[src/rtl/tx_uart.sv]
// tx_uart: buffered 8N1 serial transmitter.
//
// Bytes written through data_wr/data_in are queued in a small FIFO and sent
// LSB first as 1 start bit (0), 8 data bits, 1 stop bit (1). Each bit lasts
// CPS = SYSTEM_CLK / BAUDRATE clock cycles. Queued frames are sent back to
// back with no idle time between a stop bit and the next start bit.
//
// Parameters:
//   SYSTEM_CLK  clock frequency in Hz
//   BAUDRATE    line rate in bit/s (SYSTEM_CLK / BAUDRATE must be >= 2)
//   FIFO_DEPTH  transmit FIFO entries (power of two, >= 2)
//
// Ports:
//   clk       system clock, rising edge
//   resetn    synchronous active-low reset
//   data_wr   one-cycle write strobe
//   data_in   byte to queue, sampled when data_wr = 1
//   tx_out    registered serial line, idle high
//   ready     FIFO not full, a write this cycle will be accepted
//   busy      a frame is in progress or the FIFO holds data
//   level     current FIFO occupancy, 0..FIFO_DEPTH
//   overflow  sticky: a write was dropped because the FIFO was full
module tx_uart #(
  parameter int SYSTEM_CLK = 100_000_000,
  parameter int BAUDRATE   = 9600,
  parameter int FIFO_DEPTH = 16
) (
  input  logic                          clk,
  input  logic                          resetn,
  input  logic                          data_wr,
  input  logic [7:0]                    data_in,
  output logic                          tx_out,
  output logic                          ready,
  output logic                          busy,
  output logic [$clog2(FIFO_DEPTH):0]   level,
  output logic                          overflow
);

  localparam int CPS   = SYSTEM_CLK / BAUDRATE;
  localparam int CNT_W = $clog2(SYSTEM_CLK);
  localparam int PTR_W = $clog2(FIFO_DEPTH);
  localparam int LVL_W = PTR_W + 1;

  localparam logic [CNT_W-1:0] LAST_CNT = CNT_W'(CPS - 1);
  localparam logic [LVL_W-1:0] FULL_LVL = LVL_W'(FIFO_DEPTH);

  typedef enum logic [1:0] {
    IDLE,
    START,
    DATA,
    STOP
  } state_t;

  state_t state;
  state_t next_state;

  logic [7:0]       mem [FIFO_DEPTH];
  logic [PTR_W-1:0] wr_ptr;
  logic [PTR_W-1:0] rd_ptr;

  logic [CNT_W-1:0] cyc_cnt;
  logic [2:0]       bit_idx;
  logic [7:0]       shreg;
  logic             line_bit;

  logic fifo_empty;
  logic fifo_full;
  logic bit_done;
  logic pop;
  logic push;

  assign fifo_empty = (level == '0);
  assign fifo_full  = (level == FULL_LVL);
  assign bit_done   = (cyc_cnt == LAST_CNT);

  // A new frame starts either from idle or exactly at the end of the stop
  // bit, which is what makes consecutive frames seamless.
  assign pop  = !fifo_empty && ((state == IDLE) || ((state == STOP) && bit_done));

  // Fullness is judged before the edge: a pop on the same edge does not
  // make room for a write to a full FIFO.
  assign push = data_wr && !fifo_full;

  assign ready = !fifo_full;
  assign busy  = (state != IDLE) || !fifo_empty;

  // FIFO storage; contents need no reset because level gates every read.
  always_ff @(posedge clk) begin
    if (push) begin
      mem[wr_ptr] <= data_in;
    end
  end

  // FIFO pointers, occupancy and the sticky overflow flag. Pointers wrap
  // naturally because FIFO_DEPTH is a power of two.
  always_ff @(posedge clk) begin
    if (!resetn) begin
      wr_ptr   <= '0;
      rd_ptr   <= '0;
      level    <= '0;
      overflow <= 1'b0;
    end else begin
      if (push) begin
        wr_ptr <= wr_ptr + PTR_W'(1);
      end
      if (pop) begin
        rd_ptr <= rd_ptr + PTR_W'(1);
      end
      if (push && !pop) begin
        level <= level + LVL_W'(1);
      end else if (pop && !push) begin
        level <= level - LVL_W'(1);
      end
      if (data_wr && fifo_full) begin
        overflow <= 1'b1;
      end
    end
  end

  // State register.
  always_ff @(posedge clk) begin
    if (!resetn) begin
      state <= IDLE;
    end else begin
      state <= next_state;
    end
  end

  // Bit timing and shift register. A pop reloads everything on the same
  // edge, so the start bit of the new frame gets its full CPS cycles.
  always_ff @(posedge clk) begin
    if (!resetn) begin
      cyc_cnt <= '0;
      bit_idx <= '0;
      shreg   <= '0;
    end else if (pop) begin
      shreg   <= mem[rd_ptr];
      cyc_cnt <= '0;
      bit_idx <= '0;
    end else if (state != IDLE) begin
      if (bit_done) begin
        cyc_cnt <= '0;
        if (state == DATA) begin
          shreg   <= {1'b0, shreg[7:1]};
          bit_idx <= bit_idx + 3'd1;
        end
      end else begin
        cyc_cnt <= cyc_cnt + CNT_W'(1);
      end
    end
  end

  // Next-state logic.
  always_comb begin
    next_state = state;
    case (state)
      IDLE: begin
        if (!fifo_empty) begin
          next_state = START;
        end
      end
      START: begin
        if (bit_done) begin
          next_state = DATA;
        end
      end
      DATA: begin
        if (bit_done && (bit_idx == 3'd7)) begin
          next_state = STOP;
        end
      end
      STOP: begin
        if (bit_done) begin
          next_state = fifo_empty ? IDLE : START;
        end
      end
      default: begin
        next_state = IDLE;
      end
    endcase
  end

  // Line value for the current state; the data bit is always shreg[0].
  always_comb begin
    line_bit = 1'b1;
    case (state)
      IDLE:    line_bit = 1'b1;
      START:   line_bit = 1'b0;
      DATA:    line_bit = shreg[0];
      STOP:    line_bit = 1'b1;
      default: line_bit = 1'b1;
    endcase
  end

  // Registered line output: glitch-free and one cycle behind the state,
  // which puts the first start bit two edges after the write.
  always_ff @(posedge clk) begin
    if (!resetn) begin
      tx_out <= 1'b1;
    end else begin
      tx_out <= line_bit;
    end
  end

endmodule

[config.mk]
export PLATFORM = sky130hd
export DESIGN_NAME = tx_uart
export DESIGN_NICKNAME = d
export VERILOG_FILES = /design/src/rtl/tx_uart.sv
export SDC_FILE = /design/constraint.sdc
export NUM_CORES = 1
export LEC_CHECK = 0
export BUFFER_PORTS_ARGS = -buffer_cell sky130_fd_sc_hd__buf_2
export CORE_ASPECT_RATIO = 1.75
export CORE_UTILIZATION = 55
export CTS_CLUSTER_SIZE = 28
export DETAILED_ROUTE_END_ITERATION = 10
export PLACE_DENSITY = 0.74
export SETUP_SLACK_MARGIN = 0.02
export SLEW_MARGIN = 20
export SYNTH_ARGS = -nofsm -noshare
export SYNTH_HDL_FRONTEND = slang
export SYNTH_SLANG_ARGS = --single-unit
[constraint.sdc]
create_clock -name clk -period 3 [get_ports clk]
set_clock_uncertainty 0.05 [all_clocks]
set_input_delay 0.15 -clock clk [delete_from_list [all_inputs] [get_ports clk]]
set_output_delay 0.15 -clock clk [all_outputs]
set_load 0.02 [all_outputs]
======== Word level (Yosys, flattened, before mapping) ========
Memories as Yosys holds them, arrays and structs flattened. A register that Yosys moved wholly into a read port is not among the register bits.
Cells that the tools add are included.
storage, ports and cells
  bits in writable memories ............... 128
  memories ................................ 1
  word-level logic and storage cells ...... 70
  bits in registers ....................... 55
  input bits .............................. 11
memories
  name  words  width  read ports  clocked after Yosys merged registers in  wr ports  RTL line  RTL
  mem   16     8      1           1                                        1         57        logic [7:0] mem [FIFO_DEPTH];
operators by class
  equal/unequal tests ..................... 10
  bitwise logic cells ..................... 1
  mux-type cells .......................... 18
  reductions and logical operators ........ 25
  add/sub/neg operators ................... 6
operators by type and width
  operator                 count
  $mux W8                  4
  $add A27 B1 Y27 const B  1
  $eq A27 B14 Y1 const B   1
  $mux W27                 1
  $mux W5                  2
  $reduce_bool A2 Y1       5
  $add A4 B1 Y4 const B    2
  $mux W2                  4
  $mux W4                  2
  $pmux W2 S4              1
  $logic_and A1 B1 Y1      7
  $ne A2 B2 Y1 const B     3
  $reduce_and A3 Y1        2
  $add A5 B1 Y5 const B    1
  $eq A5 B5 Y1 const B     1
  $logic_not A5 Y1         1
  $sub A5 B1 Y5 const B    1
  $eq A2 B2 Y1 const B     2
  $logic_not A1 Y1         4
  $reduce_and A4 Y1        1
  $reduce_or A2 Y1         2
  $add A3 B1 Y3 const B    1
  $eq A3 B3 Y1 const B     1
  $mux W1                  3
  6 further kinds          7

======== Logic depth before layout (Yosys ltp) ========
  word-level depth ........................ 7
  gate-level depth with buffers ........... 14
  gate-level depth less buffers ........... 13

======== Worst setup path before layout ========
Ideal clock, no wire load.
  kind .................................... register to register
  start point ............................. register cyc_cnt[0]
  end point ............................... register level[4]
  arrival ................................. 3,039 ps
  path buffers ............................ 1
  required time ........................... 2,880 ps
  setup slack ............................. -160 ps
  stages on the path, launching flop included .. 15
  clock period less this slack ............ 3,160 ps
  cell sequence ........................... dfxtp_1 -> ha_1 -> and2_1 -> and4b_1 -> a41o_2 -> nand2_1 -> clkbuf_1 -> ha_1 -> inv_1 -> fa_1 -> a21o_1 -> a21oi_1 -> xnor2_1 -> or3_1 -> a21oi_1
on the way
  cells in the longest elaborated chain, start to end .. 7
  elaborated cells between the ends (all ways) .. 9
  classes of those cells .................. eq/ne (1); mux (1); reduce/logical (7)
RTL lines
  what                                                  RTL line  RTL
  start: declaration                                    61        logic [CNT_W-1:0] cyc_cnt;
  start signal: assignment                              148       cyc_cnt <= cyc_cnt + CNT_W'(1);
  $eq A27 B14 Y1 (*)                                    74        assign bit_done = (cyc_cnt == LAST_CNT);
  $logic_and A1 B1 Y1 (*)                               78        assign pop = !fifo_empty && ((state == IDLE) || ((state == STOP) && bit_done));
  $logic_or A1 B1 Y1 (*)                                78
  $logic_and A1 B1 Y1 (*)                               78
  $logic_not A1 Y1                                      109       if (push && !pop) begin
  $logic_and A1 B1 Y1                                   109
  $mux W5 / $reduce_bool A2 Y1 (equally long branches)  --
  end signal: assignment                                110       level <= level + LVL_W'(1);
  end signal: assignment                                112       level <= level - LVL_W'(1);
  end: declaration                                      35        output logic [$clog2(FIFO_DEPTH):0] level,
Mark *: on every way between the ends. The rest lies on a longest branch, timed or not.
A chain may end at the register's enable or synchronous reset.

======== Worst setup path after layout ========
  start point ............................. register cyc_cnt[9]
  end point ............................... register level[4]
Same word-level chain as after synthesis.

==> results.sh <==
export IMPL_hold_depth=1
export IMPL_final_core_util_pct=64.6
export IMPL_clock_sinks=187
export IMPL_routabilityCongestion=0.862
export IMPL_worstRegToRegCells=12
export IMPL_synth_adder_area_share_pct=2.97
export IMPL_rr_endpoint="level[4]"
export IMPL_synth_xor_xnor_area_share_pct=3.80
export IMPL_h_tree_depth=4
export IMPL_outcome="finished clean"
export IMPL_start_kind="register"
export IMPL_cts_path_max_buffers=2
export IMPL_drive_gt1_share_pct=23.7
export IMPL_async_flop_share_pct=0
export IMPL_grt_max_degree=34
export IMPL_grt_pass1_vias=4748
export IMPL_vias_per_cell=5.87
export IMPL_synth_area_sq_um=7850
export IMPL_nets=606
export IMPL_diodes=0
export IMPL_setup_violations=0
export IMPL_syn_area_per_cell_sq_um=14.9
export IMPL_min_period_ns=2.83
export IMPL_antenna_found_initial=0
export IMPL_cts_setup_buffers=0
export IMPL_hp_class="in -> reg"
export IMPL_startpoint="cyc_cnt[9]"
export IMPL_die_w_microns=92.3
export IMPL_num_io_pins=20
export IMPL_synth_area_mux_share_pct=12.7
export IMPL_ys_ff_latch=187
export IMPL_end_kind="register"
export IMPL_slew_headroom_pct=44.8
export IMPL_die_h_microns=160
export IMPL_crit_type="reg -> reg"
export IMPL_syn_nets=556
export IMPL_reg2reg_from="cyc_cnt[9]"
export IMPL_cp_arrival_ns=3.12
export IMPL_ys_types=57
export IMPL_timing_fmax_ghz=0.353
export IMPL_hold_violations=0
export IMPL_drtPass1Iterations=5
export IMPL_ys_flop_type="edfxtp_1"
export IMPL_die_area_sq_um=14800
export IMPL_drc_errors=0
export IMPL_synth_compound_area_share_pct=3.80
export IMPL_maxSlewViolCount=0
export IMPL_hold_end="mem[13][3]"
export IMPL_worstPathMaxFanout=4
export IMPL_syn_inst=527
export IMPL_power_density_nw_per_um2=780
export IMPL_rsz0062_at_grt="false"
export IMPL_p_leak_nw=3.02
export IMPL_r2r_setup_slack_ns=0.17
export IMPL_wl_microns=15500
export IMPL_tns_ns=0
export IMPL_cts_tree="yes"
export IMPL_max_vdd_ir_drop_mv=0.493
export IMPL_period_share_pct=94.3
export IMPL_core_area_sq_um=13900
export IMPL_grt_overflow_total=0
export IMPL_cts_root_buf="clkbuf_16"
export IMPL_synth_top_family_by_area="multiplexers"
export IMPL_maxCapViolCount=0
export IMPL_grt_pass1_wl_microns=25300
export IMPL_final_cell_mix="edfxtp_1 (128), dfxtp_1 (58), nor2_1 (57), mux4_2 (38), buf_4 (34)"
export IMPL_yosysWarningCount=0
export IMPL_cts_buffers=17
export IMPL_cp_required_ns=3.29
export IMPL_dp_hpwl_microns=10400
export IMPL_synth_edf_count=128
export IMPL_area_growth_pct=14.4
export IMPL_yosysSeqAreaShare_pct=64.1
export IMPL_vias=4503
export IMPL_drt_iter0_drc=237
export IMPL_yosys_area_share_simple_pct=10.6
export IMPL_worstMarginPinSlew_ns=0.827
export IMPL_clk_pin_slew_ns=0.08
export IMPL_rows=57
export IMPL_clock_latency_ns=0.42
export IMPL_final_antenna_net_count=0
export IMPL_min_delay_start="data_in[3]"
export IMPL_port_buffers=19
export IMPL_layout_commonest_cell="edfxtp_1"
export IMPL_initial_core_util_pct=56.4
export IMPL_grt_use_total_pct=23.1
export IMPL_wire_per_inst_microns=20.2
-- cells by family after synthesis --
family                     after synthesis
and+or+nand+nor                        159
adders and majority gates               18
xor gates and xnor gates                34
muxes                                   52
AOI/OAI and AO/OA                       41
buffers and inverters                   36
DFF                                    187
-- sequential cells by signal, summed over array words and instances, names as in the netlist, named ones only --
signal    flops
cyc_cnt      27
overflow      1
level         5
state         2
rd_ptr        4
shreg         8
mem         128
wr_ptr        4
tx_out        1
bit_idx       3
-- area by class of cell --
class	instances	area (sq um)
timing repair buffer	56	390
tap	177	221
fill	998	4930
clock inverter	15	176
sequential	187	5030
multi-input combinational	304	2700
inverter	11	43.8
clock buffer	17	425
-- critical path: stages (launching register included) --
cell	delay, ns
dfxtp_1	0.31
or4b_1	0.53
nor3b_2	0.22
a41o_2	0.25
nand2_2	0.08
ha_4	0.18
inv_4	0.08
ha_4	0.21
a21o_1	0.16
a21oi_2	0.14
xnor2_1	0.09
or3_1	0.31
a21oi_1	0.14
-- power breakdown --
part,switching (mW),internal [mW]
clock network,1.08,1.14
registers,0.143,2.92
logic,0.891,0.832
total,2.12,4.89
-- metal layers --
| metal | routed length, microns | vias to the layer above | global-route usage, % |
|---|---|---|---|
| met5 | 0 | - | 0 |
| met1 | 5880 | 2296 | 26.0 |
| met4 | 357 | 0 | 10.6 |
| met3 | 318 | 21 | 3.76 |
| li1 | - | 2117 | - |
| met2 | 8970 | 69 | 42.2 |
-- worst max-delay path by stage --
stage                          end  slack (ns)  depth (start not counted)
after global placement    level[4]        0.14                         12
after floorplan           level[4]        0.05                         13
after detailed placement  level[4]        0.07                         13
after global routing      level[4]        0.04                         12
final                     level[4]        0.17                         12
after CTS                 level[4]        0.07                         13
-- what timing repair did --
item / in CTS / in global routing
hold endpoints to repair: 3 / 0
hold buffers: 2 / 0
resized for setup: 0 / 5
setup endpoints to repair: 0 / 1
-- synthesized netlist by cell type, types with 3 or more instances --
master | instances | area [sq um]
nor2_1 | 57 | 214
buf_4 | 5 | 37.5
and3_1 | 6 | 37.5
mux4_2 | 38 | 856
a21oi_1 | 9 | 45.0
buf_2 | 4 | 20.0
xor2_1 | 13 | 114
ha_1 | 17 | 213
clkbuf_1 | 16 | 60.1
nand3_1 | 8 | 40.0
a211oi_1 | 10 | 75.1
nand4_1 | 7 | 43.8
nand2_1 | 19 | 71.3
inv_1 | 11 | 41.3
edfxtp_1 | 128 | 3840
dfxtp_1 | 59 | 1180
xnor2_1 | 21 | 184
mux2i_1 | 12 | 120
nor4bb_1 | 3 | 30.0
nor2b_1 | 5 | 31.3
or3_1 | 5 | 31.3
nor4_1 | 8 | 50.1
nand2b_1 | 6 | 37.5
nor3_1 | 18 | 90.1
-- metrics by stage --
step / setup WS [ns] / power, mW / instance area, sq um / instances / hold WS (ns)
final: 0.171 / 7.00 / 8980 / 767 / 0.0536
after floorplan: 0.0476 / 4.32 / 7860 / 527 / 0.199
after global placement: 0.136 / 4.71 / 8330 / 733 / 0.362
after detailed placement: 0.0697 / 4.77 / 8330 / 733 / 0.376
after CTS: 0.0730 / 7.01 / 8950 / 767 / 0.0437
after global routing: 0.0378 / 7.35 / 8980 / 767 / 0.0465
Note: power is estimated with default switching activity, not from simulation.
